==> src/rtl/traffic_pkg.sv <==
// traffic_pkg: light/direction codes and arbiter state encoding shared by the traffic arbiter.
package traffic_pkg;

    localparam logic [2:0] RED    = 3'b100;
    localparam logic [2:0] YELLOW = 3'b010;
    localparam logic [2:0] GREEN  = 3'b001;

    localparam logic [1:0] N = 2'd0;
    localparam logic [1:0] W = 2'd1;
    localparam logic [1:0] S = 2'd2;
    localparam logic [1:0] E = 2'd3;

    typedef enum logic [2:0] {
        ST_IDLE,
        ST_GREEN,
        ST_YELLOW,
        ST_ALLRED,
        ST_EMG
    } state_t;

    // Only the active approach can leave red; everything else is forced red.
    function automatic logic [2:0] light_of(input state_t st, input logic [1:0] dir, input logic [1:0] me);
        return (dir != me) ? RED :
               (st == ST_GREEN || st == ST_EMG) ? GREEN :
               (st == ST_YELLOW) ? YELLOW : RED;
    endfunction

endpackage

==> src/rtl/traffic_arbiter_rr_picker.sv <==
// rr_picker: combinational round-robin selector, first requesting approach after rr_ptr.
module rr_picker (
    input  logic [3:0] req,
    input  logic [1:0] rr_ptr,
    output logic [1:0] winner,
    output logic       any
);

    // Scan from the farthest offset down so the nearest requester after rr_ptr wins.
    always_comb begin
        winner = rr_ptr;
        any = |req;
        for (int i = 4; i >= 1; i--) begin
            if (req[2'(rr_ptr + 2'(i))]) winner = 2'(rr_ptr + 2'(i));
        end
    end

endmodule

==> src/rtl/traffic_arbiter.sv <==
// traffic_arbiter: four-way intersection controller with round-robin service and emergency preemption.
module traffic_arbiter
    import traffic_pkg::*;
#(
    parameter int MIN_GREEN = 4,
    parameter int MAX_GREEN = 15,
    parameter int YELLOW_T  = 3,
    parameter int ALLRED_T  = 1
) (
    input  logic       clk,
    input  logic       reset,
    input  logic [3:0] req,
    input  logic       emg_valid,
    input  logic [1:0] emg_dir,
    output logic       emg_ack,
    output logic [2:0] north_light,
    output logic [2:0] west_light,
    output logic [2:0] south_light,
    output logic [2:0] east_light,
    output logic [1:0] active_dir,
    output logic [3:0] phase_count
);

    localparam logic [3:0] MIN_LAST = 4'(MIN_GREEN - 1);
    localparam logic [3:0] MAX_LAST = 4'(MAX_GREEN - 1);
    localparam logic [3:0] YEL_LAST = 4'(YELLOW_T - 1);
    localparam logic [3:0] AR_LAST  = 4'(ALLRED_T - 1);

    state_t     state_q, state_d;
    logic [1:0] dir_q, dir_d, rr_q, rr_d;
    logic [3:0] cnt_q, cnt_d;
    logic [1:0] winner;
    logic       any, pick, emg_hold, others;

    rr_picker u_pick (
        .req    (req),
        .rr_ptr (rr_q),
        .winner (winner),
        .any    (any)
    );

    assign emg_hold = emg_valid && emg_dir == dir_q;
    assign others   = |(req & ~(4'b0001 << dir_q));

    always_comb begin
        state_d = state_q;
        dir_d = dir_q;
        rr_d = rr_q;
        pick = 1'b0;
        case (state_q)
            ST_IDLE:   pick = 1'b1;
            ST_GREEN: begin
                if (emg_valid) state_d = (emg_dir == dir_q) ? ST_EMG : ST_YELLOW;
                else if ((cnt_q >= MIN_LAST && !req[dir_q]) || (cnt_q >= MAX_LAST && others)) state_d = ST_YELLOW;
            end
            ST_YELLOW: if (cnt_q == YEL_LAST) state_d = ST_ALLRED;
            ST_ALLRED: if (cnt_q == AR_LAST) begin
                pick = 1'b1;
                state_d = ST_IDLE;
            end
            ST_EMG:    if (!emg_hold) state_d = ST_YELLOW;
            default:   state_d = ST_IDLE;
        endcase
        // Emergency outranks normal demand; only normal grants advance the rotation.
        if (pick && emg_valid) begin
            state_d = ST_EMG;
            dir_d = emg_dir;
        end else if (pick && any) begin
            state_d = ST_GREEN;
            dir_d = winner;
            rr_d = winner;
        end
        cnt_d = (state_d != state_q) ? 4'd0 : (cnt_q == 4'hF) ? cnt_q : cnt_q + 4'd1;
    end

    always_ff @(posedge clk or posedge reset) begin
        if (reset) begin
            state_q <= ST_IDLE;
            dir_q <= N;
            rr_q <= E;
            cnt_q <= 4'd0;
        end else begin
            state_q <= state_d;
            dir_q <= dir_d;
            rr_q <= rr_d;
            cnt_q <= cnt_d;
        end
    end

    assign emg_ack     = state_q == ST_EMG && emg_hold;
    assign active_dir  = dir_q;
    assign phase_count = cnt_q;
    assign north_light = light_of(state_q, dir_q, N);
    assign west_light  = light_of(state_q, dir_q, W);
    assign south_light = light_of(state_q, dir_q, S);
    assign east_light  = light_of(state_q, dir_q, E);

endmodule

==> config.mk <==
export PLATFORM = sky130hd
export DESIGN_NAME = traffic_arbiter
export DESIGN_NICKNAME = d
export VERILOG_FILES = /design/src/rtl/traffic_pkg.sv /design/src/rtl/traffic_arbiter_rr_picker.sv /design/src/rtl/traffic_arbiter.sv
export SDC_FILE = /design/constraint.sdc
export NUM_CORES = 1
export LEC_CHECK = 0
export ABC_AREA = 0
export ABC_CLOCK_PERIOD_IN_PS = 1600
export BUFFER_PORTS_ARGS = -buffer_cell sky130_fd_sc_hd__buf_2
export CAP_MARGIN = 20
export CORE_AREA = 3 3 62 52
export CTS_BUF_LIST = sky130_fd_sc_hd__clkbuf_4 sky130_fd_sc_hd__clkbuf_8
export DETAILED_ROUTE_END_ITERATION = 16
export DIE_AREA = 0 0 65 55
export GPL_TIMING_DRIVEN = 1
export MAX_ROUTING_LAYER = met4
export PLACE_DENSITY = 0.74
export SLEW_MARGIN = 10
export SYNTH_ARGS = -nofsm -noshare
export SYNTH_HDL_FRONTEND = slang
export SYNTH_HIERARCHICAL = 1
export SYNTH_SLANG_ARGS = --single-unit
==> constraint.sdc <==
create_clock -name clk -period 1.6 [get_ports clk]
set_input_delay 0.16 -clock clk [delete_from_list [all_inputs] [get_ports clk]]
set_output_delay 0.16 -clock clk [all_outputs]
set_load 0.005 [all_outputs]
; ---- Word-level counts from Yosys, hierarchy flattened
; Cells that the tools add are included.
[totals]
register_bits = 11
in_bits = 9
output_inout_bits = 19
word_cells = 78
[classes]
addsub = 4
order_cmp = 6
eq_ne = 12
shifts = 1
mux = 32
n_bitwise = 3
reduce_logical = 16
[ops]
columns = operator, count
row1 = 3-bit two-way mux, 14
row2 = 3-bit case mux with 5 select lines, 1
row3 = 2-bit by 3-bit less-than comparator with 1-bit output (second input constant), 4
row4 = 2-bit two-way mux, 5
row5 = 1-bit binary-select mux with 2-bit select, 4
row6 = 4-bit two-way mux, 2
row7 = 4-bit OR reduction, 2
row8 = 3-bit by 2-bit == test with 1-bit output (second input constant), 2
row9 = 1-bit logical AND, 6
row10 = 2-bit inequality test (second input constant), 3
row11 = 1-bit two-way mux, 5
row12 = 2-bit adder (second input constant), 2
row13 = 4-bit by 1-bit adder with 4-bit output (second input constant), 1
row14 = 4-bit bitwise AND, 1
row15 = 4-bit by 2-bit == test with 1-bit output (second input constant), 1
row16 = 4-bit == test (second input constant), 1
row17 = 4-bit by 2-bit greater-or-equal comparator with 1-bit output (second input constant), 1
row18 = 4-bit greater-or-equal comparator (second input constant), 1
row19 = 4-bit logical NOT, 1
row20 = 4-bit inverter, 1
row21 = 2-bit nonzero test, 2
row22 = 1-bit by 2-bit << shifter with 4-bit output (first input constant), 1
row23 = 3-bit by 1-bit == test with 1-bit output (second input constant), 1
row24 = 3-bit == test (second input constant), 1
row25 = 10 further kinds, 11

; ---- Logic depth before layout (Yosys ltp)
; Gate-level depths: netlist of run 1.
[depth]
word_depth = 13
ltp_mapped = 7
depth_no_buf = 7

; ---- Modules after synthesis
; Netlist of run 1, hierarchy kept.
[by_module_without_submodules]
columns = module, n_inst, cells_each, area_each_um2, seq_area_each_um2
row1 = traffic_arbiter, 1, 117, 957.2, 277.8
row2 = rr_picker, 1, 14, 82.6, 0.0

; ---- Worst setup path before layout of run 1
; No wires, ideal clock.
[synth_path]
path_type = reg2reg
startpoint = register state_q[1]
endpoint = register rr_q[0]
setup_time_ns = 0.082
t_arrival_ns = 1.673
required_ns = 1.518
setup_slack_ns = -0.155
stages_incl_launch_ff = 6
synth_period_minus_slack_ns = 1.755
path_cell_list = dfrtp_1 clkbuf_1 or2_2 a21oi_1 and2_1 mux2_2
[synth_via]
elab_chain_cells = 5
[synth_lines]
columns = element, line
row1 = start: declaration, traffic_arbiter.sv:29  ; state_t state_q, state_d;
row2 = start signal: assignment, traffic_arbiter.sv:83  ; state_q <= state_d;
row3 = 3-bit by 2-bit == test with 1-bit output or 3-bit logical NOT (tied branches), traffic_arbiter.sv:50  ; case (state_q)
row4 = 1-bit case mux with 2 select lines *, traffic_arbiter.sv:50
row5 = 1-bit logical AND, traffic_arbiter.sv:65  ; if (pick && emg_valid) begin
row6 = 1-bit inverter (no source line), --
row7 = 2-bit AND reduction (no source line) *, --
row8 = end signal: assignment, traffic_arbiter.sv:85  ; rr_q <= rr_d;
row9 = end: declaration, traffic_arbiter.sv:30  ; logic [1:0] dir_q, dir_d, rr_q, rr_d;
; Mark *: on every way between the ends. The rest lies on a longest branch, timed or not.
; A chain may end at the register's enable or synchronous reset.

; ---- Worst setup path in the final report of run 1
[layout_path]
startpoint = register dir_q[0] (netlist: active_dir[0])
endpoint = register state_q[0]
[layout_via]
elab_chain_cells = 11
[layout_lines]
columns = element, line
row1 = start: declaration, traffic_arbiter.sv:30
row2 = start signal: assignment, traffic_arbiter.sv:84  ; dir_q <= dir_d;
row3 = 1-bit by 2-bit << shifter with 4-bit output, traffic_arbiter.sv:43  ; assign others = |(req & ~(4'b0001 << dir_q));
row4 = 4-bit inverter, traffic_arbiter.sv:43
row5 = 4-bit bitwise AND, traffic_arbiter.sv:43
row6 = 4-bit OR reduction, traffic_arbiter.sv:43
row7 = 1-bit logical AND, traffic_arbiter.sv:54  ; else if ((cnt_q >= MIN_LAST && !req[dir_q]) || (cnt_q >= MAX_LAST && others)) state_d = ST_YELLOW;
row8 = 1-bit logical OR, traffic_arbiter.sv:54
row9 = 3-bit two-way mux, traffic_arbiter.sv:54
row10 = 3-bit two-way mux, traffic_arbiter.sv:53  ; if (emg_valid) state_d = (emg_dir == dir_q) ? ST_EMG : ST_YELLOW;
row11 = 3-bit case mux with 5 select lines *, traffic_arbiter.sv:50
row12 = 3-bit two-way mux *, traffic_arbiter.sv:68  ; end else if (pick && any) begin
row13 = 3-bit two-way mux *, traffic_arbiter.sv:65
row14 = via state_d[0], traffic_arbiter.sv:29
; Mark *: on every way through the listed nets, which the timed path passes. The rest lies on a longest branch. The select of a mux whose other input is x is not followed.

==> impl_metrics.csv, run 1 <==
group,metric,value,unit
placed_design,dp_hpwl,2.33,mm
outcome,violations,"negative setup slack",
critical_path,endpoint_kind,"flop",
sta,slew_headroom,68.7,%
grt,grt_max_degree,14,
clock_network,clkLatencyLatePin,0.28,ns
logic_synthesis,ys_types,44,
critical_path,slowest_stage,"or4b_4",
power,p_per_area,1820,nW/um2
sta,worst_pin_slew,0.469,ns
floorplanning,initial_utilization,38.5,%
detailed_routing,drt_iter0_drc,76,
logic_synthesis,synth_top_cells_by_area,"dfrtp_1 22%, nor2_1 6.9%, dfstp_2 5.1%",
floorplanning,fp.dieH,55,um
logic_synthesis,synth_top_area_cell,"dfrtp_1",
cells_and_area,nNetsFinal,206,
critical_path,critPathKind,"reg -> reg",
floorplanning,io_pins,28,
sta,setup_ws,-0.190,ns
cells_and_area,seq_area,283,um2
placed_design,post-place-ws,-0.268,ns
sta,hold_ws,0.240,ns
logic_synthesis,ys.flop_type,"dfrtp_1",
grt,grt_pass1_vias,1085,
sta,min_period_over_period,112,%
sta,period_needed,1.79,ns
logic_synthesis,synth_cells,131,
outcome,status,"complete, but fails checks",
logic_synthesis,synthArstFlopShare,100,%
grt,grt_usage,17.8,%
sta,rsz0062_at_grt,"yes",
grt,grt-ovfl-total,0,
floorplanning,die_x,65,um
critical_path,crit_required,1.82,ns
logic_synthesis,syn_area,1040,um2
sta,skew,0.00663,ns
detailed_routing,ant_nets,0,
floorplanning,placeableCoreArea,2700,um2
logic_synthesis,ys_seq_area_share,26.7,%
power,power,3.24,mW
cells_and_area,fillCellCount,228,
logic_synthesis,synth-edff-count,0,
critical_path,path_max_fanout,3,
critical_path,start_kind,"flop",
detailed_routing,vias,1296,
sta,fmax,0.559,GHz
clock_network,path_clk_slew,0.08,ns
clock_network,cts_made_buffers,3,
worst_hold_path,hold_class,"in -> reg",
detailed_routing,wire_per_inst,16.3,um
logic_synthesis,yosys.area.top_type_share,21.7,%
logic_synthesis,synth_nets,143,
critical_path,path_cells,"or4b_4 -> a2bb2oi_2 -> a221o_1 -> nor3_1 -> or3_1",
logic_synthesis,synth-seq-cells,11,
detailed_routing,drt_wl_total,3.76,mm
sta,finalSetupViolations,13,
grt,grt_first_pass_wirelength,4.71,mm
cells_and_area,area_growth,71.8,%
cells_and_area,multi_input_area,937,um2
critical_path,max_stage_delay,0.49,ns
placed_design,portBuffers,27,
grt,antenna_found_initial,0,
logic_synthesis,syn_area_per_cell,7.94,um2
power,vdd_drop_max,0.959,mV
placed_design,gp_congestion,0.915,
floorplanning,rows,17,
critical_path,cp_data_arrival_time,2.01,ns
detailed_routing,firstDrtPassIters,4,
logic_synthesis,ys_warn_count,6,
detailed_routing,vias_per_cell,5.61,
sta,hold_viol,0,
floorplanning,design.die.area,3580,um2
power,leakagePower,0.814,nW
cells_and_area,diodes,0,
sta,slew_violations,0,
clock_network,cts_buffer_depth,2,
clock_network,cts_root_buf,"clkbuf_4",
run,max_cap_violations,0,
detailed_routing,drcViolationCount,0,
clock_network,cts_tree,"yes",
clock_network,ctsHtreeMaxLevel,1,
clock_network,clock_sinks,11,
cells_and_area,drive_gt1_share,56.0,%
==> flip-flops by register name, indices dropped and copies added, names as in the netlist <==
| name | flops |
|---|---|
| rr_q | 2 |
| active_dir | 2 |
| state_q | 3 |
| phase_count | 4 |
==> what timing repair did <==
item | in CTS | in global routing
hold buffers | 1 | 0
resized for setup | 13 | 41
buffers inserted | 3 | 3
pin swaps | 0 | 13
hold endpoints to repair | 9 | 0
setup endpoints to repair | 23 | 24
gates cloned | 0 | 1
==> per-stage QoR <==
stage | setup TNS, ns | utilization, % | instance area [um2] | cells
CTS | -1.70 | 58.6 | 1580 | 227
global placement | -1.13 | 53.4 | 1440 | 219
global route | -2.38 | 66.1 | 1790 | 231
finish | -1.36 | 66.1 | 1790 | 231
floorplan | -0.382 | - | 1070 | 131
detailed placement | -1.61 | 53.4 | 1440 | 219
==> cells in the mapped netlist (all sizes together), types with 2 or more instances <==
cell / instances
ha: 3
a2bb2oi: 2
mux2i: 4
o21ai: 4
o211ai: 3
nand3b: 3
dfrtp: 9
xnor2: 3
and2: 3
nand3: 3
and3: 3
nor2: 19
a21oi: 4
nor2b: 5
a221o: 2
nor3b: 2
a31oi: 3
dfstp: 2
mux2: 2
nor3: 7
nand2b: 7
or2: 2
a22o: 2
nand2: 5
o22ai: 2
clkbuf: 4
inv: 6
==> cells in the final DEF, fill, tap and decap left out, drive strengths merged, types with 4 or more instances in the layout <==
master  instances
nand2b          7
mux2i           4
nor2b           5
buf            61
o21ai           4
inv             6
nor3            7
a21oi           4
nand2           5
nor2           19
dfrtp           9
clkbuf          5
==> power breakdown <==
part / switching, mW / total, mW / internal [mW]
registers: 0.160 / 0.578 / 0.418
clock network: 0.102 / 0.216 / 0.114
logic: 1.14 / 2.45 / 1.31
==> metal layers <==
metal / vias up / global-route usage, % / part of all wire, %
met3: 12 / 4.65 / 4.5
met2: 42 / 33.3 / 55
met4: 0 / 4.91 / 2.7
met1: 640 / 19.1 / 38
li1: 602 / - / -
met5: - / - / 0
==> critical path, delay by kind of cell (launching register included) <==
| kind | cells | cell delay (ns) |
|---|---|---|
| flip-flops | 1 | 0.40 |
| AND/OR/NAND/NOR | 3 | 0.82 |
| AO/OA/AOI/OAI | 2 | 0.51 |
==> cell type report <==
type / count / share of cell area, %
clock buffers: 4 / 1.68
inverters: 6 / 1.26
multi-input cells: 109 / 52.5
flip-flops and latches: 11 / 15.8
well taps: 38 / 2.66
repair buffers: 63 / 26.1
==> worst paths after layout <==
check                                          start                        end  slack [ns]  cells past startpoint
min in group asynchronous                      reset       state_q[0]$_DFF_PP0_        0.43                      3
hold / removal                             emg_valid  active_dir[1]$_DFFE_PP0P_        0.24                      2
setup / recovery           active_dir[0]$_DFFE_PP0P_       state_q[0]$_DFF_PP0_       -0.19                      5
setup reg to reg           active_dir[0]$_DFFE_PP0P_       state_q[0]$_DFF_PP0_       -0.19                      5
max in group asynchronous                      reset       state_q[2]$_DFF_PP0_        0.82                      3
hold reg to reg                  rr_q[0]$_DFFE_PP1P_        rr_q[0]$_DFFE_PP1P_        0.66                      1
==> cells by family after synthesis <==
logic type | after synthesis | share of synthesized area [%]
and+or+nand+nor | 65 | 34.1
DFF | 11 | 26.7
buffers and inverters | 11 | 4.09
xor gates and xnor gates | 3 | 2.53
AOI/OAI and AO/OA | 31 | 22.0
adders and majority gates | 4 | 4.57
muxes | 6 | 6.02
No activity file was read; power rests on OpenSTA's default activity.
==> inputs of run 2 (changes only) <==
Settings changed: CTS_BUF_LIST sky130_fd_sc_hd__clkbuf_4 sky130_fd_sc_hd__clkbuf_8 to sky130_fd_sc_hd__clkbuf_8, SLEW_MARGIN 10 to unset.
==> run 2 against run 1 <==
  * The run still ends with negative setup slack left
  * Clock power rose by 30%
  * Routed wire length down 13%
  * Worst hold slack better by 0.053 ns
  * Final cell count fell by 2.6%
  * Clock-buffer cell count shrank 1
  * Fmax grew 1.4%
  * Via count shrank 6.6%
  * Global-route usage decreased by 0.27 points
  * Largest power group unchanged
  * Highest routed layer unchanged
==> impl_metrics.csv, run 2 (same netlist as run 1, synthesis figures left out) <==
group,metric,value,unit
outcome,violations,"negative setup slack",
detailed_routing,vias_per_cell,5.38,
cells_and_area,nNetsFinal,200,
grt,use_met1,19.7,%
placed_design,place_area,1440,um2
critical_path,crit_start,"active_dir[0]$_DFFE_PP0P_",
grt,grt_pass1_vias,1047,
cells_and_area,final_cell_mix,"27 x buf_2, 27 x buf_4, 14 x nor2_1, 6 x dfrtp_1",
critical_path,reg2reg_from,"active_dir[0]$_DFFE_PP0P_",
outcome,status,"complete, but fails checks",
grt,grt_use_met3,4.65,%
sta,skew,0.00272,ns
floorplanning,die_x,65,um
detailed_routing,wire_per_inst,14.5,um
worst_hold_path,hold_class,"in -> reg",
critical_path,path_max_fanout,3,
critical_path,endpoint_kind,"flop",
grt,grt-ovfl-total,0,
floorplanning,io_pins,28,
clock_network,clock_sinks,11,
clock_network,ctsHtreeMaxLevel,1,
placed_design,portBuffers,27,
placed_design,gp_congestion,0.915,
sta,period_needed,1.76,ns
detailed_routing,drcViolationCount,0,
cells_and_area,drive_gt1_share,50.3,%
clock_network,cts_root_buf,"clkbuf_8",
sta,slew_headroom,70.6,%
floorplanning,fp.dieH,55,um
run,max_cap_violations,0,
cells_and_area,utilization,61.1,%
detailed_routing,drt_iter0_drc,47,
detailed_routing,drt_wl_total,3.25,mm
sta,worst_pin_slew,0.440,ns
grt,grt_first_pass_wirelength,4.64,mm
cells_and_area,area_growth,58.7,%
cells_and_area,final_area,1650,um2
grt,busiest_layer,"met2",
power,p_per_area,1750,nW/um2
critical_path,critPathKind,"reg -> reg",
floorplanning,rows,17,
cells_and_area,largest_reg_flops,4,
sta,rsz0062_at_grt,"yes",
detailed_routing,ant_nets,0,
clock_network,path_clk_slew,0.05,ns
sta,fmax,0.567,GHz
sta,finalSetupViolations,11,
clock_network,cts_tree,"yes",
sta,slew_violations,0,
clock_network,cts_made_buffers,3,
critical_path,crit_required,1.72,ns
clock_network,cts_buffer_depth,2,
grt,antenna_found_initial,0,
critical_path,start_kind,"flop",
cells_and_area,diodes,0,
detailed_routing,firstDrtPassIters,4,
sta,hold_viol,0,
worst_hold_path,hp-start,"emg_valid",
floorplanning,placeableCoreArea,2700,um2
grt,gr-usage-met2,31.4,%
placed_design,dp_hpwl,2.33,mm
critical_path,cp_data_arrival_time,1.88,ns
cells_and_area,fillCellCount,238,
clock_network,clkLatencyLatePin,0.24,ns
detailed_routing,vias,1210,
grt,grt_usage,17.5,%
sta,min_period_over_period,110,%
floorplanning,design.die.area,3580,um2
floorplanning,initial_utilization,38.5,%
power,vdd_drop_max,0.955,mV
power,leakagePower,0.768,nW
grt,grt_max_degree,14,
sta,setup_ws,-0.165,ns
run 2: cell count changes in the layout (fill, tap and decap cells not counted), moves of 2 or more:
cell and delta:
buf_6 -3, clkbuf_4 -4, clkbuf_8 +3, nand2b_1 +3, nand2b_4 -2, nor2_2 +4
nor2_4 -5, nor3_2 +2, nor3_4 -2, o21ai_0 +2, o21ai_1 -2
run 2: what timing repair did:
item | in CTS | in global routing
hold buffers | 1 | 0
endpoints found under the setup margin | 22 | 24
buffers inserted | 0 | 1
pin swaps | 0 | 3
endpoints found under the hold margin | 9 | 0
resized for setup | 9 | 24
run 2: layout make-up:
| cell class | instances | area [um2] | area share, % |
|---|---|---|---|
| multi-input cells | 109 | 883 | 53.5 |
| repair buffers | 57 | 370 | 22.4 |
| flip-flops and latches | 11 | 282 | 17.1 |
| well taps | 38 | 47.5 | 2.88 |
| clock buffers | 3 | 41.3 | 2.50 |
| inverters | 6 | 22.5 | 1.36 |
| clock inverters | 1 | 3.75 | 0.227 |
run 2: metal layers:
metal	up-vias	wire length, um
met5	-	0
met4	0	61
met3	8	145
met2	28	1720
met1	586	1330
li1	588	-
run 2: critical path, cell delays in order (launching register included):
cell	delay, ns
dfrtp_1	0.39
or4b_4	0.49
a2bb2oi_2	0.14
a221o_1	0.36
a21boi_1	0.16
o21bai_1	0.09
run 2: stage by stage:
stage / TNS, ns / hold WS [ns] / total power, mW / instances / setup slack, ns
after detailed placement: -1.61 / 0.190 / 2.23 / 219 / -0.268
after global routing: -2.16 / 0.304 / 3.12 / 225 / -0.238
after floorplan: -0.382 / 0.0110 / 1.59 / 131 / -0.0700
after global placement: -1.13 / 0.172 / 2.16 / 219 / -0.191
final: -0.987 / 0.293 / 2.88 / 225 / -0.165
after CTS: -1.75 / 0.284 / 2.62 / 224 / -0.166
run 2: path summary, 6_finish.rpt:
check	slack, ns	to	cells after the start
max	-0.16	state_q[1]$_DFF_PP0_	5
min	0.29	active_dir[1]$_DFFE_PP0P_	2
max reg2reg	-0.16	state_q[1]$_DFF_PP0_	5
min reg2reg	0.65	rr_q[0]$_DFFE_PP1P_	1
max in group asynchronous	0.81	rr_q[1]$_DFFE_PP1P_	3
min in group asynchronous	0.46	active_dir[1]$_DFFE_PP0P_	3
run 2: power breakdown:
| group | switching [mW] | total (mW) | internal [mW] |
|---|---|---|---|
| clock network | 0.111 | 0.280 | 0.169 |
| registers | 0.169 | 0.585 | 0.417 |
| logic | 0.944 | 2.02 | 1.07 |
==> inputs of run 3 (changes only) <==
Settings changed: ABC_CLOCK_PERIOD_IN_PS 1600 to 1930, CORE_AREA 3 3 62 52 to 3 3 54 46, DIE_AREA 0 0 65 55 to 0 0 57 49, PLACE_DENSITY 0.74 to 0.88.
Clock period 1.6 ns to 1.93 ns, I/O delays scaled along.
==> run 3 against run 2 <==
  * The run now ends clean
  * Clock skew down 0.0020 ns
  * Sequential cell count stayed put
  * Worst hold slack got worse by 0.0022 ns
  * Combinational power down 41%
  * Fmax fell by 5.0%
  * Routed wire length decreased by 12%
  * Sequential power is 17% lower
  * Sequential share of layout area rose by 4.5 points
  * Largest power group unchanged
==> impl_metrics.csv, run 3 (same netlist as run 1, synthesis figures left out) <==
group,metric,value,unit
grt,grt_first_pass_wirelength,4.57,mm
power,sequentialPowerShare,25.5,%
cells_and_area,fillCellCount,158,
sta,setup_ws,0.0731,ns
outcome,status,"completed",
floorplanning,initial_utilization,54.0,%
detailed_routing,drt_wl_total,2.85,mm
power,p_clk_share,12.3,%
floorplanning,rows,14,
clock_network,cts_made_buffers,3,
sta,finalSetupTns,0,ns
clock_network,cts_buffer_depth,2,
critical_path,cp_data_arrival_time,2.03,ns
clock_network,cts_root_buf,"clkbuf_8",
power,p_per_area,1470,nW/um2
placed_design,dp_hpwl,2.05,mm
detailed_routing,ant_nets,0,
sta,hold_viol,0,
grt,grt-ovfl-total,0,
detailed_routing,drt_iter0_drc,78,
cells_and_area,area_growth,24.9,%
placed_design,post-place-ws,-0.0321,ns
grt,grt_pass1_vias,1038,
sta,skew,0.000727,ns
critical_path,crit_start,"phase_count[1]$_DFFE_PP0P_",
worst_hold_path,hp-start,"emg_valid",
power,p_switching,860,uW
sta,min_period_over_period,96.2,%
power,vdd_drop_max,0.839,mV
placed_design,portBuffers,27,
power,p_comb_share,62.2,%
grt,grt_usage,21.2,%
placed_design,gp_congestion,0.852,
cells_and_area,multi_input_area,731,um2
clock_network,cts_tree,"yes",
floorplanning,io_pins,28,
power,switching_share,44.9,%
critical_path,endpoint_kind,"flop",
detailed_routing,vias_per_cell,6.06,
floorplanning,die_x,57,um
critical_path,start_kind,"flop",
detailed_routing,drcViolationCount,0,
clock_network,clock_sinks,11,
cells_and_area,final_cell_mix,"27 x buf_2, 19 x nor2_1, 7 x nand2b_1, 7 x inv_1, 7 x dfrtp_1",
worst_hold_path,min_path_cells,2,
floorplanning,design.die.area,2790,um2
detailed_routing,wire_per_inst,15.2,um
detailed_routing,vias,1140,
critical_path,critPathKind,"reg -> reg",
sta,period_needed,1.86,ns
cells_and_area,seq_area,280,um2
sta,fmax,0.539,GHz
floorplanning,placeableCoreArea,1930,um2
floorplanning,fp.dieH,49,um
cells_and_area,nNetsFinal,177,
grt,antenna_found_initial,0,
cells_and_area,diodes,0,
critical_path,reg2regPathDepth,6,
run,max_cap_violations,0,
cells_and_area,final_common_cell,"buf_2",
cells_and_area,largest_reg_flops,4,
clock_network,path_clk_slew,0.05,ns
sta,slew_violations,0,
sta,hold_ws,0.291,ns
power,p_int,1.05,mW
critical_path,path_max_fanout,6,
detailed_routing,firstDrtPassIters,4,
clock_network,ctsHtreeMaxLevel,1,
power,leakagePower,0.609,nW
clock_network,clkLatencyLatePin,0.25,ns
sta,finalSetupViolations,0,
cells_and_area,drive_gt1_share,28.7,%
grt,grt_max_degree,15,
critical_path,crit_required,2.10,ns
worst_hold_path,hold_class,"in -> reg",
critical_path,reg2reg_from,"phase_count[1]$_DFFE_PP0P_",
sta,worst_pin_slew,0.438,ns
sta,slew_headroom,70.7,%
## run 3: cell types whose count changed in the layout (fill, tap and decap cells not counted), sizes merged
| cell | change |
|---|---|
| buf | -23 |
## run 3: layout make-up
class / count / share of cell area (%)
Clock inverter: 1 / 0.289
Timing Repair Buffer: 34 / 14.6
Tap cell: 24 / 2.31
Sequential cell: 11 / 21.6
Clock buffer: 3 / 3.18
Inverter: 6 / 1.73
Multi-Input combinational cell: 109 / 56.3
## run 3: layer usage
metal,GRT usage (%),part of all wire [%],up-vias
met5,-,0,-
met3,3.17,8.0,7
li1,-,-,545
met4,9.27,2.0,0
met1,25.6,43,530
met2,35.0,47,58
## run 3: path summary, 6_finish.rpt
check                                                   to  slack (ns)
min in group asynchronous       phase_count[1]$_DFFE_PP0P_        0.49
worst min register to register         rr_q[0]$_DFFE_PP1P_        0.64
max in group asynchronous              rr_q[0]$_DFFE_PP1P_        1.11
worst max register to register  phase_count[1]$_DFFE_PP0P_        0.07
worst max-delay path            phase_count[1]$_DFFE_PP0P_        0.07
worst min-delay path             active_dir[1]$_DFFE_PP0P_        0.29
## run 3: worst max-delay path, cell delays in order (launching register included)
cell	delay (ns)
dfrtp_1	0.44
ha_1	0.27
nor3_1	0.25
a31oi_1	0.07
a221o_1	0.41
a2bb2oi_2	0.20
nor2_1	0.14
## run 3: power groups by stage
stage               clock, mW  combinational, mW  sequential, mW
finish                  0.235               1.19           0.488
global route            0.260               1.30           0.508
CTS                     0.239               1.14           0.481
detailed placement          0               1.13           0.483
global placement            0               1.09           0.470
floorplan                   0              0.826           0.440
## run 3: stage by stage
stage	utilization, %	power [mW]	instances	area [um2]
floorplan	-	1.27	131	1040
global placement	63.8	1.56	183	1230
detailed placement	63.8	1.61	183	1230
CTS	66.7	1.86	188	1280
global route	67.4	2.06	188	1300
finish	67.4	1.91	188	1300
## run 3: timing repair
item                                    in CTS  in global routing
buffers inserted                             0                  0
resized for setup                            0                  5
hold endpoints to repair                     9                  0
hold buffers                                 1                  0
endpoints found under the setup margin       0                  9
